--- src/rtl/frame_reader.sv ---
// Frame buffer scan-out: reads WORDS words from address 0 and streams them as 1-bit pixels, MSB first,
// over valid/ready. A 2-entry word FIFO with read credits covers memory latency and downstream stalls.
module frame_reader #(
  parameter int WORDS  = 38400,
  parameter int ADR_W  = 16,
  parameter int DATA_W = 8,
  parameter int RD_LAT = 1
) (
  input  logic              iClk,
  input  logic              iRst_n,
  input  logic              iGo,
  output logic              oBusy,
  output logic              oDone,
  output logic [ADR_W-1:0]  oAdr,
  output logic              oRdEn,
  input  logic [DATA_W-1:0] iRdData,
  output logic              oPix,
  output logic              oPixVld,
  input  logic              iPixRdy,
  output logic              oSof,
  output logic              oEof
);

  localparam int               IDX_W    = (DATA_W > 1) ? $clog2(DATA_W) : 1;
  localparam logic [ADR_W-1:0] LAST_ADR = ADR_W'(WORDS - 1);
  localparam logic [IDX_W-1:0] TOP_BIT  = IDX_W'(DATA_W - 1);

  typedef enum logic [1:0] {IDLE, FETCH, DRAIN, DONE} state_e;

  // A memory word travels with the frame-boundary flags of its address.
  typedef struct packed {
    logic              first;
    logic              last;
    logic [DATA_W-1:0] data;
  } word_t;

  state_e            state_q, state_d;
  logic              busy_q, busy_d;
  logic              done_q, done_d;
  logic [ADR_W-1:0]  adr_q, adr_d;
  logic [RD_LAT-1:0] pipe_vld_q, pipe_vld_d;
  logic [RD_LAT-1:0] pipe_first_q, pipe_first_d;
  logic [RD_LAT-1:0] pipe_last_q, pipe_last_d;
  word_t             fifo_mem_q [2];
  logic              fifo_wr_q, fifo_wr_d;
  logic              fifo_rd_q, fifo_rd_d;
  logic [1:0]        fifo_cnt_q, fifo_cnt_d;
  word_t             ser_q, ser_d;
  logic [IDX_W-1:0]  bit_idx_q, bit_idx_d;
  logic              ser_vld_q, ser_vld_d;

  logic       rd_en, arr_vld, xfer, last_bit, need_load, from_fifo, load, push, pop;
  logic       sof, eof;
  logic [2:0] in_flight;
  word_t      arr_word, fifo_head;

  // Credits: a read may issue only while in-flight reads plus queued words stay below 2.
  assign in_flight = 3'($countones(pipe_vld_q));
  assign rd_en     = (state_q == FETCH) && ((in_flight + {1'b0, fifo_cnt_q}) < 3'd2);

  assign arr_vld   = pipe_vld_q[RD_LAT-1];
  assign arr_word  = '{first: pipe_first_q[RD_LAT-1], last: pipe_last_q[RD_LAT-1], data: iRdData};
  assign fifo_head = fifo_mem_q[fifo_rd_q];

  assign xfer      = ser_vld_q && iPixRdy;
  assign last_bit  = (bit_idx_q == '0);
  assign need_load = !ser_vld_q || (xfer && last_bit);
  assign from_fifo = (fifo_cnt_q != 2'd0);
  assign load      = need_load && (from_fifo || arr_vld);
  assign pop       = load && from_fifo;
  // Returning data bypasses the FIFO when the serializer takes it straight away.
  assign push      = arr_vld && !(load && !from_fifo);

  assign sof = ser_vld_q && ser_q.first && (bit_idx_q == TOP_BIT);
  assign eof = ser_vld_q && ser_q.last && last_bit;

  assign oBusy   = busy_q;
  assign oDone   = done_q;
  assign oAdr    = adr_q;
  assign oRdEn   = rd_en;
  assign oPixVld = ser_vld_q;
  assign oPix    = ser_vld_q && ser_q.data[bit_idx_q];
  assign oSof    = sof;
  assign oEof    = eof;

  always_comb begin
    // NOTE: every _d gets its hold value first, so no branch can leave a latch behind.
    state_d      = state_q;
    adr_d        = adr_q;
    pipe_vld_d   = pipe_vld_q;
    pipe_first_d = pipe_first_q;
    pipe_last_d  = pipe_last_q;
    fifo_wr_d    = fifo_wr_q ^ push;
    fifo_rd_d    = fifo_rd_q ^ pop;
    fifo_cnt_d   = fifo_cnt_q + {1'b0, push} - {1'b0, pop};
    ser_d        = ser_q;
    bit_idx_d    = bit_idx_q;
    ser_vld_d    = ser_vld_q;

    unique case (state_q)
      IDLE:  if (iGo) begin
               state_d = FETCH;
               adr_d   = '0;
             end
      FETCH: if (rd_en) begin
               if (adr_q == LAST_ADR) state_d = DRAIN;
               else                   adr_d   = adr_q + ADR_W'(1);
             end
      DRAIN: if (xfer && eof) state_d = DONE;
      DONE:  state_d = IDLE;
      default: state_d = IDLE;
    endcase

    busy_d = (state_d != IDLE);
    done_d = (state_d == DONE);

    for (int i = 1; i < RD_LAT; i++) begin
      pipe_vld_d[i]   = pipe_vld_q[i-1];
      pipe_first_d[i] = pipe_first_q[i-1];
      pipe_last_d[i]  = pipe_last_q[i-1];
    end
    pipe_vld_d[0]   = rd_en;
    pipe_first_d[0] = (adr_q == '0);
    pipe_last_d[0]  = (adr_q == LAST_ADR);

    if (load) begin
      ser_d     = from_fifo ? fifo_head : arr_word;
      bit_idx_d = TOP_BIT;
      ser_vld_d = 1'b1;
    end else if (xfer) begin
      bit_idx_d = bit_idx_q - IDX_W'(1);
      if (last_bit) ser_vld_d = 1'b0;
    end
  end

  // NOTE: sequential state uses <= so every flop samples the pre-edge values of the others.
  always_ff @(posedge iClk or negedge iRst_n) begin
    if (!iRst_n) begin
      state_q      <= IDLE;
      busy_q       <= 1'b0;
      done_q       <= 1'b0;
      adr_q        <= '0;
      pipe_vld_q   <= '0;
      pipe_first_q <= '0;
      pipe_last_q  <= '0;
      fifo_wr_q    <= 1'b0;
      fifo_rd_q    <= 1'b0;
      fifo_cnt_q   <= 2'd0;
      ser_q        <= '0;
      bit_idx_q    <= '0;
      ser_vld_q    <= 1'b0;
    end else begin
      state_q      <= state_d;
      busy_q       <= busy_d;
      done_q       <= done_d;
      adr_q        <= adr_d;
      pipe_vld_q   <= pipe_vld_d;
      pipe_first_q <= pipe_first_d;
      pipe_last_q  <= pipe_last_d;
      fifo_wr_q    <= fifo_wr_d;
      fifo_rd_q    <= fifo_rd_d;
      fifo_cnt_q   <= fifo_cnt_d;
      ser_q        <= ser_d;
      bit_idx_q    <= bit_idx_d;
      ser_vld_q    <= ser_vld_d;
    end
  end

  // NOTE: FIFO storage is only read when fifo_cnt_q says it holds a word, so it carries no reset.
  always_ff @(posedge iClk) begin
    if (push) fifo_mem_q[fifo_wr_q] <= arr_word;
  end

  always_ff @(posedge iClk) begin
    if (iRst_n) begin
      assert (!(push && !pop && (fifo_cnt_q == 2'd2)))
        else $error("frame_reader: word FIFO written while full");
    end
  end

endmodule

--- config.mk ---
export PLATFORM = sky130hd
export DESIGN_NAME = frame_reader
export DESIGN_NICKNAME = d
export VERILOG_FILES = /design/src/rtl/frame_reader.sv
export SDC_FILE = /design/constraint.sdc
export NUM_CORES = 1
export LEC_CHECK = 0
export CORE_MARGIN = 4
export CORE_UTILIZATION = 30
export CTS_BUF_LIST = sky130_fd_sc_hd__clkbuf_16
export CTS_CLUSTER_DIAMETER = 120
export DETAILED_ROUTE_END_ITERATION = 10
export SYNTH_ARGS = -nofsm -noshare
export SYNTH_HDL_FRONTEND = slang
export SYNTH_SLANG_ARGS = --single-unit
--- constraint.sdc ---
create_clock -name iClk -period 2.6 [get_ports iClk]
set_input_delay 0.65 -clock iClk [delete_from_list [all_inputs] [get_ports iClk]]
set_output_delay 0.65 -clock iClk [all_outputs]
set_load 0.02 [all_outputs]
==> reports/results.tsv, run 1 <==
metric	value	unit
grt_util_all_layers	12.8	%
min_period_over_period	93.7	%
post_cts_buffers	0	
ys_types	41	
place_congestion	0.780	
swShare	32.0	%
max_stage_delay	0.62	ns
path_delay_family	buffers and inverters	
async_flop_share	67.2	%
pwr-share-comb	28.2	%
rows	35	
yosysWarnings	0	
ys.flop_type	dfrtp_1	
tns	0	ns
dp_cells	401	
vdd_drop_max	0.521	mV
crit_end	oRdEn	
initial_core_util	30.9	%
fp.dieH	105	um
post_cts_resized	2	
fmax	410	MHz
vias	2045	
mappedNetlistNets	260	
crit_buf_inv	1	
grt_max_degree	19	
wl_per_cell	15.8	um
cts_buffer_depth	2	
antenna_found_initial	0	
power_density	1110	nW/um^2
io_pins	35	
clkLatencyLatePin	0.33	ns
ys_seq_elements	61	
grt-ovfl-total	0	
cts_made_buffers	9	
critical_path.cell_chain	a21oi_1 > and2_1 > clkdlybuf4s50_1	
critPathArrivalTime	1.79	ns
tritoncts	built	
dr.pass1.iters	4	
root_buffer	clkbuf_16	
final_antenna_net_count	0	
finalHoldViolations	0	
p_sw	1.33	mW
core	9240	sq um
p_clk_share	33.3	%
synth_edf_count	20	
worst_ep_required_time	1.95	ns
hold_buffers	0	
cp-start-kind	flip-flop	
fin_nets	302	
dieArea	11100	sq um
path_class	reg2out	
max_slew_margin	30.4	%
final_layout_size_suffix_gt1_share	12.2	%
end_kind	output port	
viasPerCell	4.90	
synthCells	241	
r2r-start	oAdr[0]	
fin_cells	417	
rsz0062_at_grt	false	
die_w	105	um
crit_fanout	5	
drt_iter0_markers	61	
drcViolationCount	0	
cp.depth	3	
wl	6.57	mm
netlist.area_leader.share	36.0	%
yosys.area.top_type	dfrtp_1	
grt_pass1_wl	11.4	mm
io_buffers	34	
intPower	2.82	mW
yosysMostFrequentCell	dfrtp_1	
synthToLayoutAreaGrowth	30.8	%
avgSynthCellArea	11.8	sq um
dp_hpwl	4.62	mm
insertedDiodeCount	0	
htree_levels	3	
r2r_slack	0.57	ns
setup_viol	0	
drv_cap	0	
syn_area	2850	sq um
status	finished, final reports clean	
crit_slowest_cell	clkdlybuf4s50_1	
worst_pin_slew	1.04	ns
period_minus_slack	2.44	ns
ys_top_cells_by_count	dfrtp_1, edfxtp_1, nand2_1, nor2_1	
cts.sinks	61	
report.final.slew_viol_count	0	
grt_pass1_vias	2202	
synth_seq_area_share	57.0	%
pwr-share-seq	38.5	%
leakage	1.52	nW
rr_worst_depth	6	
synth_top_cells_by_area	dfrtp_1, edfxtp_1, mux2i_1	
startpoint	fifo_cnt_q[0]	
holdCritPathClass	in2async	
clk_pin_slew	0.06	ns
finalClockSkew	0.00596	ns
reg2reg_to	oAdr[6]	
## metrics by stage
stage / power, mW / hold WS (ns) / instance area, sq um / setup slack (ns) / utilization (%)
2_1_floorplan: 2.30 / 0.354 / 2850 / 0.577 / -
3_5_place_dp: 2.81 / 0.484 / 3380 / 0.228 / 36.6
3_3_place_gp: 2.77 / 0.470 / 3380 / 0.239 / 36.6
5_1_grt: 4.39 / 0.227 / 3730 / 0.0567 / 40.4
6_report: 4.15 / 0.211 / 3730 / 0.164 / 40.4
4_1_cts: 4.19 / 0.215 / 3730 / 0.0398 / 40.3
## power by group through the flow
stage / logic, mW / registers, mW / clock network (mW)
2_1_floorplan: 0.751 / 1.54 / 0
3_3_place_gp: 1.17 / 1.60 / 0
3_5_place_dp: 1.20 / 1.61 / 0
4_1_cts: 1.19 / 1.60 / 1.41
5_1_grt: 1.30 / 1.64 / 1.45
6_report: 1.17 / 1.60 / 1.38
## worst register-to-register path, stage by stage (launching register included)
cell     delay (ns)
dfrtp_1        0.46
ha_1           0.31
and4_1         0.19
and4_4         0.24
nor4_4         0.38
a31oi_1        0.13
a41o_1         0.21
## registers in the layout, indices dropped and copies added, names as in the netlist
signal        cells
oBusy             1
ser_q            10
fifo_rd_q         1
oPixVld           1
bit_idx_q         3
oAdr             16
fifo_cnt_q        2
state_q           2
oDone             1
arr_vld           1
fifo_wr_q         1
fifo_mem_q       20
pipe_first_q      1
pipe_last_q       1
## metal layers
metal	track usage (%)	vias up	routed length [um]
met5	0	-	0
met4	3.61	0	62
met3	4.53	9	321
met2	20.9	51	3310
met1	16.1	1011	2880
li1	-	974	-
## kinds of logic (layout without fill, tap and decap cells)
family          count (synthesis)  in the layout  synth area share (%)
fa+ha+maj                       7              7                  3.07
flops                          61             61                  57.0
simple gates                   89             89                  17.9
buf+inv                        18             65                  3.03
compound gates                 38             38                  8.86
xor+xnor                       14             14                  4.30
mux                            14             14                  5.79
## cell usage in the layout (no fill, tap or decap), types with 3 or more instances in the layout
cell and instances:
dfrtp_1 40, clkdlybuf4s50_1 31, edfxtp_1 20, nand2_1 19
nor2_1 19, xnor2_1 12, mux2i_1 12, o21ai_1 11
a22oi_1 10, nand3_1 9, clkbuf_16 9, nor4_1 8
ha_1 7, buf_4 7, inv_1 6, a31o_1 5
a21oi_1 5, and4_1 4, and3_1 4, nor3_1 4
nand4_1 4, bufinv_16 3
## area by class of cell
cell class	count	area, sq um
Fill cell	881	5510
Sequential cell	61	1630
Multi-Input combinational cell	162	1150
Timing Repair Buffer	43	425
Clock buffer	9	225
Tap cell	129	161
Clock inverter	7	123
Inverter	6	22.5
## how the worst min path moves through the flow
stage | start | end | slack, ns
final | iRst_n | oAdr[11] | 0.21
after detailed placement | pipe_last_q | fifo_mem_q[1][8] | 0.48
after global placement | pipe_last_q | fifo_mem_q[1][8] | 0.47
after global routing | iRst_n | oAdr[11] | 0.23
after CTS | iRst_n | oAdr[11] | 0.22
after floorplan | iRst_n | arr_vld | 0.35
Note: power is estimated with default switching activity, not from simulation.
==> run 2, diff against run 1 <==
Clock period 2.6 ns to 2.8 ns, I/O delays scaled along.
==> run 2 against run 1 <==
Against the previous run: clock power is 9% lower; sequential power is 8% lower; wire length is 0.82% lower; first-iteration DRC count is 3.3% higher; clock skew hardly changed; largest power group unchanged; sequential share of layout area is 0.35 points higher; cell count stayed put; final area is 0.87% lower.
==> reports/results.tsv, run 2 (synthesized netlist as in run 1, its figures left out) <==
metric	value	unit	change
status	finished, final reports clean		
path_class	reg2out		
worst_ep_required_time	2.10	ns	+0.15 ns
insertedDiodeCount	0		unchanged
crit_fanout	4		-1
final_antenna_net_count	0		unchanged
pwr-share-comb	27.9	%	-0.3 points
layout_common_cells	dfrtp_1, clkdlybuf4s50_1, edfxtp_1		
fmax	374	MHz	
highest_layer	met4		
initial_core_util	30.9	%	unchanged
drv_cap	0		unchanged
startpoint	bit_idx_q[0]		
grt_pass1_wl	11.1	mm	-2.5%
post_cts_buffers	0		unchanged
vdd_drop_max	0.371	mV	-29%
antenna_found_initial	0		unchanged
wl_per_cell	15.6	um	-0.82%
dp_hpwl	4.42	mm	-4.3%
fin_nets	302		unchanged
largest_register_ffs	20		unchanged
finalClockSkew	0.00563	ns	-0.000338 ns
rr_worst_depth	6		unchanged
dieArea	11100	sq um	unchanged
pwr-share-seq	39.1	%	+0.6 points
power_density	1020	nW/um^2	-8.1%
tns	0	ns	unchanged
place_congestion	0.755		-3.2%
drt_iter0_markers	63		+3.3%
setup_ws	0.129	ns	-0.0341 ns
setup_viol	0		unchanged
dp_slack	0.357	ns	+0.129 ns
dr.pass1.iters	4		unchanged
fp.dieH	105	um	unchanged
p_sw	1.19	mW	-9.9%
wl	6.52	mm	-0.82%
end_kind	output port		
vias	2039		-0.29%
hold_buffers	0		unchanged
htree_levels	3		unchanged
intPower	2.58	mW	-8.4%
cts_buffer_depth	2		unchanged
fill_cells	866		-1.7%
rsz0062_at_grt	false		
leakage	1.52	nW	about the same
r2r-start	oAdr[0]		
final_common_cell	dfrtp_1		
tritoncts	built		
final_layout_size_suffix_gt1_share	10.8	%	-1.4 points
viasPerCell	4.89		-0.29%
reg2reg_to	oAdr[6]		
min_period_over_period	95.4	%	
root_buffer	clkbuf_16		
worst_pin_slew	1.03	ns	-0.00345 ns
rows	35		unchanged
route.met2.wl	3.19	mm	-3.5%
cts.sinks	61		unchanged
cts_made_buffers	9		unchanged
holdCritPathClass	in2async		
io_buffers	34		unchanged
core	9240	sq um	unchanged
grt-ovfl-total	0		unchanged
io_pins	35		unchanged
swShare	31.6	%	-0.36 points
grt_pass1_vias	2112		-4.1%
grt_util_all_layers	12.7	%	-0.10 points
cp-start-kind	flip-flop		
grt_max_degree	28		+9
regMostFlops	fifo_mem_q		
drcViolationCount	0		unchanged
finalHoldViolations	0		unchanged
period_minus_slack	2.67	ns	
synthToLayoutAreaGrowth	29.7	%	
die_w	105	um	unchanged
max_slew_margin	30.6	%	+0.23 points
met1Wirelength	2.96	mm	+2.7%
report.final.slew_viol_count	0		unchanged
r2r_slack	0.77	ns	+0.20 ns
met3_length	302	um	-5.9%
clkLatencyLatePin	0.32	ns	about the same
critPathArrivalTime	1.97	ns	+0.18 ns
clk_pin_slew	0.05	ns	about the same
p_clk_share	33.0	%	-0.3 points
==> run 2: changes by cell type in the layout (fill, tap and decap cells not counted), sizes merged <==
cell	before	now
clkinvlp	2	1
dlymetal6s2s	0	1
clkdlybuf4s50	31	32
dlygate4sd2	2	0
inv	7	6
clkinv	1	3
==> run 2: power by group through the flow <==
| stage | logic [mW] | registers [mW] | clock network [mW] |
|---|---|---|---|
| finish | 1.05 | 1.48 | 1.25 |
| global route | 1.18 | 1.52 | 1.32 |
| detailed placement | 1.06 | 1.49 | 0 |
| floorplan | 0.698 | 1.43 | 0 |
| global placement | 1.04 | 1.49 | 0 |
| CTS | 1.07 | 1.48 | 1.27 |
==> run 2: worst max-delay path, stage by stage, from the launching register on <==
cell	delay, ns
dfrtp_1	0.42
mux4_2	0.53
nand2_1	0.08
a21boi_1	0.06
clkdlybuf4s50_1	0.55
==> run 2: area by class of cell <==
| cell class | count | area (sq um) | share of cell area, % |
|---|---|---|---|
| clock buffer | 9 | 225 | 6.09 |
| multi-input combinational | 162 | 1140 | 30.9 |
| tap | 129 | 161 | 4.36 |
| clock inverter | 7 | 114 | 3.08 |
| timing repair buffer | 43 | 405 | 11.0 |
| inverter | 6 | 22.5 | 0.609 |
| sequential | 61 | 1630 | 44.0 |
==> run 2: through the flow <==
stage	instance area (sq um)	total power, mW	hold slack, ns	utilization [%]	instances
floorplan	2850	2.13	0.404	-	241
global route	3700	4.02	0.443	40.0	417
CTS	3700	3.83	0.417	40.0	417
global placement	3360	2.53	0.455	36.3	401
finish	3700	3.78	0.397	40.0	417
detailed placement	3360	2.55	0.464	36.3	401
==> run 2: what timing repair did <==
action	CTS	global route
resized for setup	0	1
hold endpoints to repair	0	0
endpoints found under the setup margin	0	1
==> run 2: worst max path at each step <==
stage	end	slack [ns]	cells after the start
after global routing	oPix	0.02	4
after global placement	fifo_mem_q[0][5]	0.38	7
final	oPix	0.13	4
after floorplan	oAdr[6]	0.78	7
after CTS	oEof	0.04	5
after detailed placement	fifo_mem_q[0][5]	0.36	7
==> run 2: per-layer routing <==
| metal | up-vias | track usage [%] |
|---|---|---|
| li1 | 976 | - |
| met1 | 1008 | 16.0 |
| met2 | 45 | 20.9 |
| met3 | 10 | 4.47 |
| met4 | 0 | 3.05 |
| met5 | - | 0 |
==> run 3, diff against run 2 <==
Settings changed: ABC_CLOCK_PERIOD_IN_PS from default to 2800, CORE_UTILIZATION 30 to 55, GPL_TIMING_DRIVEN from default to 1, PLACE_DENSITY from default to 0.79.
==> run 3 against run 2 <==
Against the previous run: cell count fell by 16%; combinational power barely moved; clock-buffer cell count unchanged; sequential share of layout area up 1.1 points; via count up 3.4%; final area fell by 2.5%; worst setup slack got worse by 0.026 ns; core utilization rose by 34 points; power rose by 1.3%; first-iteration DRC count increased to 2.7 times the previous value; sequential power is essentially flat; global-route usage increased by 9.6 points; largest power group unchanged.
==> reports/results.tsv, run 3 (synthesized netlist as in run 1, its figures left out) <==
metric	value	unit	change
power	3.83	mW	+1.3%
grt_util_all_layers	22.3	%	+9.6 points
final_common_cell	dfrtp_1		
path_class	reg2out		
worst_pin_slew	1.01	ns	-0.0259 ns
die_w	80.0	um	-24%
max_stage_delay	0.54	ns	about the same
io_buffers	34		unchanged
vdd_drop_max	0.629	mV	+70%
fin_cells	352		-16%
pwr-share-comb	28.1	%	+0.2 points
clk_pin_slew	0.05	ns	about the same
regMostFlops	fifo_mem_q		
whs_path_depth	0		
htree_levels	3		unchanged
root_buffer	clkbuf_16		
setup_ws	0.103	ns	-0.0264 ns
ff_latch_area	1630	sq um	unchanged
p_sw	1.24	mW	+3.7%
power_density	1060	nW/um^2	+3.9%
setup_viol	0		unchanged
met3_length	600	um	+99%
swShare	32.4	%	+0.76 points
fp.dieH	80.0	um	-24%
fin_nets	299		-0.99%
place_congestion	0.784		+3.8%
synthToLayoutAreaGrowth	26.5	%	
grt_max_degree	42		+50%
status	finished, final reports clean		
dp_cells	336		-16%
critPathArrivalTime	2.00	ns	+0.03 ns
fmax	371	MHz	-0.98%
highest_layer	met4		
clkLatencyLatePin	0.33	ns	about the same
leakage	1.52	nW	-0.36%
dr.pass1.iters	4		unchanged
tns	0	ns	unchanged
wl_per_cell	18.0	um	+15%
layout_common_cells	dfrtp_1, clkdlybuf4s50_1, edfxtp_1		
r2r-start	bit_idx_q[0]		
rr_worst_depth	7		+1
intPower	2.59	mW	+0.17%
dp_hpwl	4.21	mm	-4.7%
viasPerCell	5.99		+23%
grt_pass1_wl	10.7	mm	-3.8%
wl	6.35	mm	-2.6%
dieArea	6400	sq um	-42%
end_kind	output port		
p_clk_share	33.1	%	about the same
pwr-share-seq	38.8	%	-0.3 points
rsz0062_at_grt	false		
crit_slowest_cell	mux4_2		
largest_register_ffs	20		unchanged
grt-ovfl-total	0		unchanged
max_slew_margin	32.4	%	+1.7 points
r2r_slack	0.59	ns	-0.18 ns
crit_fanout	4		unchanged
worst_ep_required_time	2.10	ns	about the same
grt_pass1_vias	2099		-0.62%
cts_buffer_depth	2		unchanged
min_period_over_period	96.3	%	+0.94 points
drt_iter0_markers	171		+170%
hp-start	pipe_first_q		
cts_made_buffers	9		unchanged
met1Wirelength	2.73	mm	-7.6%
dp_slack	0.206	ns	-0.151 ns
fill_cells	328		-62%
initial_core_util	58.4	%	+28 points
final_antenna_net_count	0		unchanged
core	4880	sq um	-47%
antenna_found_initial	0		unchanged
finalHoldViolations	0		unchanged
worstHoldEndpoint	fifo_mem_q[1][9]		
final_layout_size_suffix_gt1_share	10.5	%	-0.24 points
route.met2.wl	2.91	mm	-8.8%
reg2reg_to	fifo_mem_q[1][7]		
path_delay_family	multiplexers		
vias	2109		+3.4%
rows	25		-29%
critical_path.cell_chain	mux4_2 > nand2_1 > a21boi_1 > clkdlybuf4s50_1		
holdCritPathClass	reg2reg		
report.final.slew_viol_count	0		unchanged
crit_buf_inv	1		unchanged
insertedDiodeCount	0		unchanged
cts.sinks	61		unchanged
tritoncts	built		
startpoint	bit_idx_q[0]		
multi_input_area	1140	sq um	unchanged
drv_cap	0		unchanged
period_minus_slack	2.70	ns	+0.0264 ns
finalClockSkew	0.00659	ns	+0.000969 ns
cp-start-kind	flip-flop		
io_pins	35		unchanged
post_cts_buffers	0		unchanged
drcViolationCount	0		unchanged
[run 3: changes by cell type in the layout (fill, tap and decap cells not counted)]
cell | previous run | this run
clkinvlp_4 | 1 | 0
clkinv_1 | 2 | 0
buf_4 | 9 | 6
clkinv_2 | 0 | 1
clkinv_4 | 1 | 2
inv_6 | 0 | 1
[run 3: per-layer routing]
| layer | GRT usage [%] | vias to the layer above |
|---|---|---|
| li1 | - | 971 |
| met1 | 31.1 | 1025 |
| met4 | 9.63 | 0 |
| met5 | 0 | - |
| met3 | 5.42 | 9 |
| met2 | 33.3 | 104 |
[run 3: timing repair]
item                                    in CTS  in global routing
hold buffers                                 0                  0
hold endpoints to repair                     0                  0
gates resized for setup                      0                  1
endpoints found under the setup margin       0                  1
[run 3: how the worst max path moves through the flow]
stage,to,slack [ns],cells past startpoint
5_1_grt,oPix,0.02,4
4_1_cts,oEof,0.05,5
2_1_floorplan,oAdr[6],0.78,7
3_3_place_gp,fifo_mem_q[1][6],0.28,6
3_5_place_dp,fifo_mem_q[1][3],0.21,6
6_report,oPix,0.10,4
[run 3: power by group through the flow]
stage	sequential, mW	combinational (mW)	clock (mW)
6_report	1.49	1.07	1.27
5_1_grt	1.52	1.20	1.32
4_1_cts	1.48	1.08	1.28
3_5_place_dp	1.49	1.06	0
3_3_place_gp	1.48	1.03	0
2_1_floorplan	1.43	0.698	0
[run 3: metrics by stage]
stage / util (%) / hold slack [ns] / cell area [sq um]
after floorplan: - / 0.404 / 2850
after global placement: 66.7 / 0.473 / 3260
after detailed placement: 66.7 / 0.472 / 3260
after CTS: 73.8 / 0.485 / 3600
after global routing: 73.9 / 0.513 / 3610
final: 73.9 / 0.480 / 3610
[run 3: final cells by class]
class	count	share of cell area, %
Clock buffer	9	6.25
Clock inverter	7	3.37
Inverter	6	0.625
Multi-Input combinational cell	162	31.7
Sequential cell	61	45.1
Tap cell	67	2.32
Timing Repair Buffer	40	10.6
[run 3: worst register-to-register path, stage by stage, from the launching register on]
cell and delay, ns:
dfrtp_1 0.45, inv_1 0.12, ha_1 0.22, nand3b_1 0.11
nand2_1 0.13, and3_1 0.22, nor2b_1 0.17, and2_1 0.43
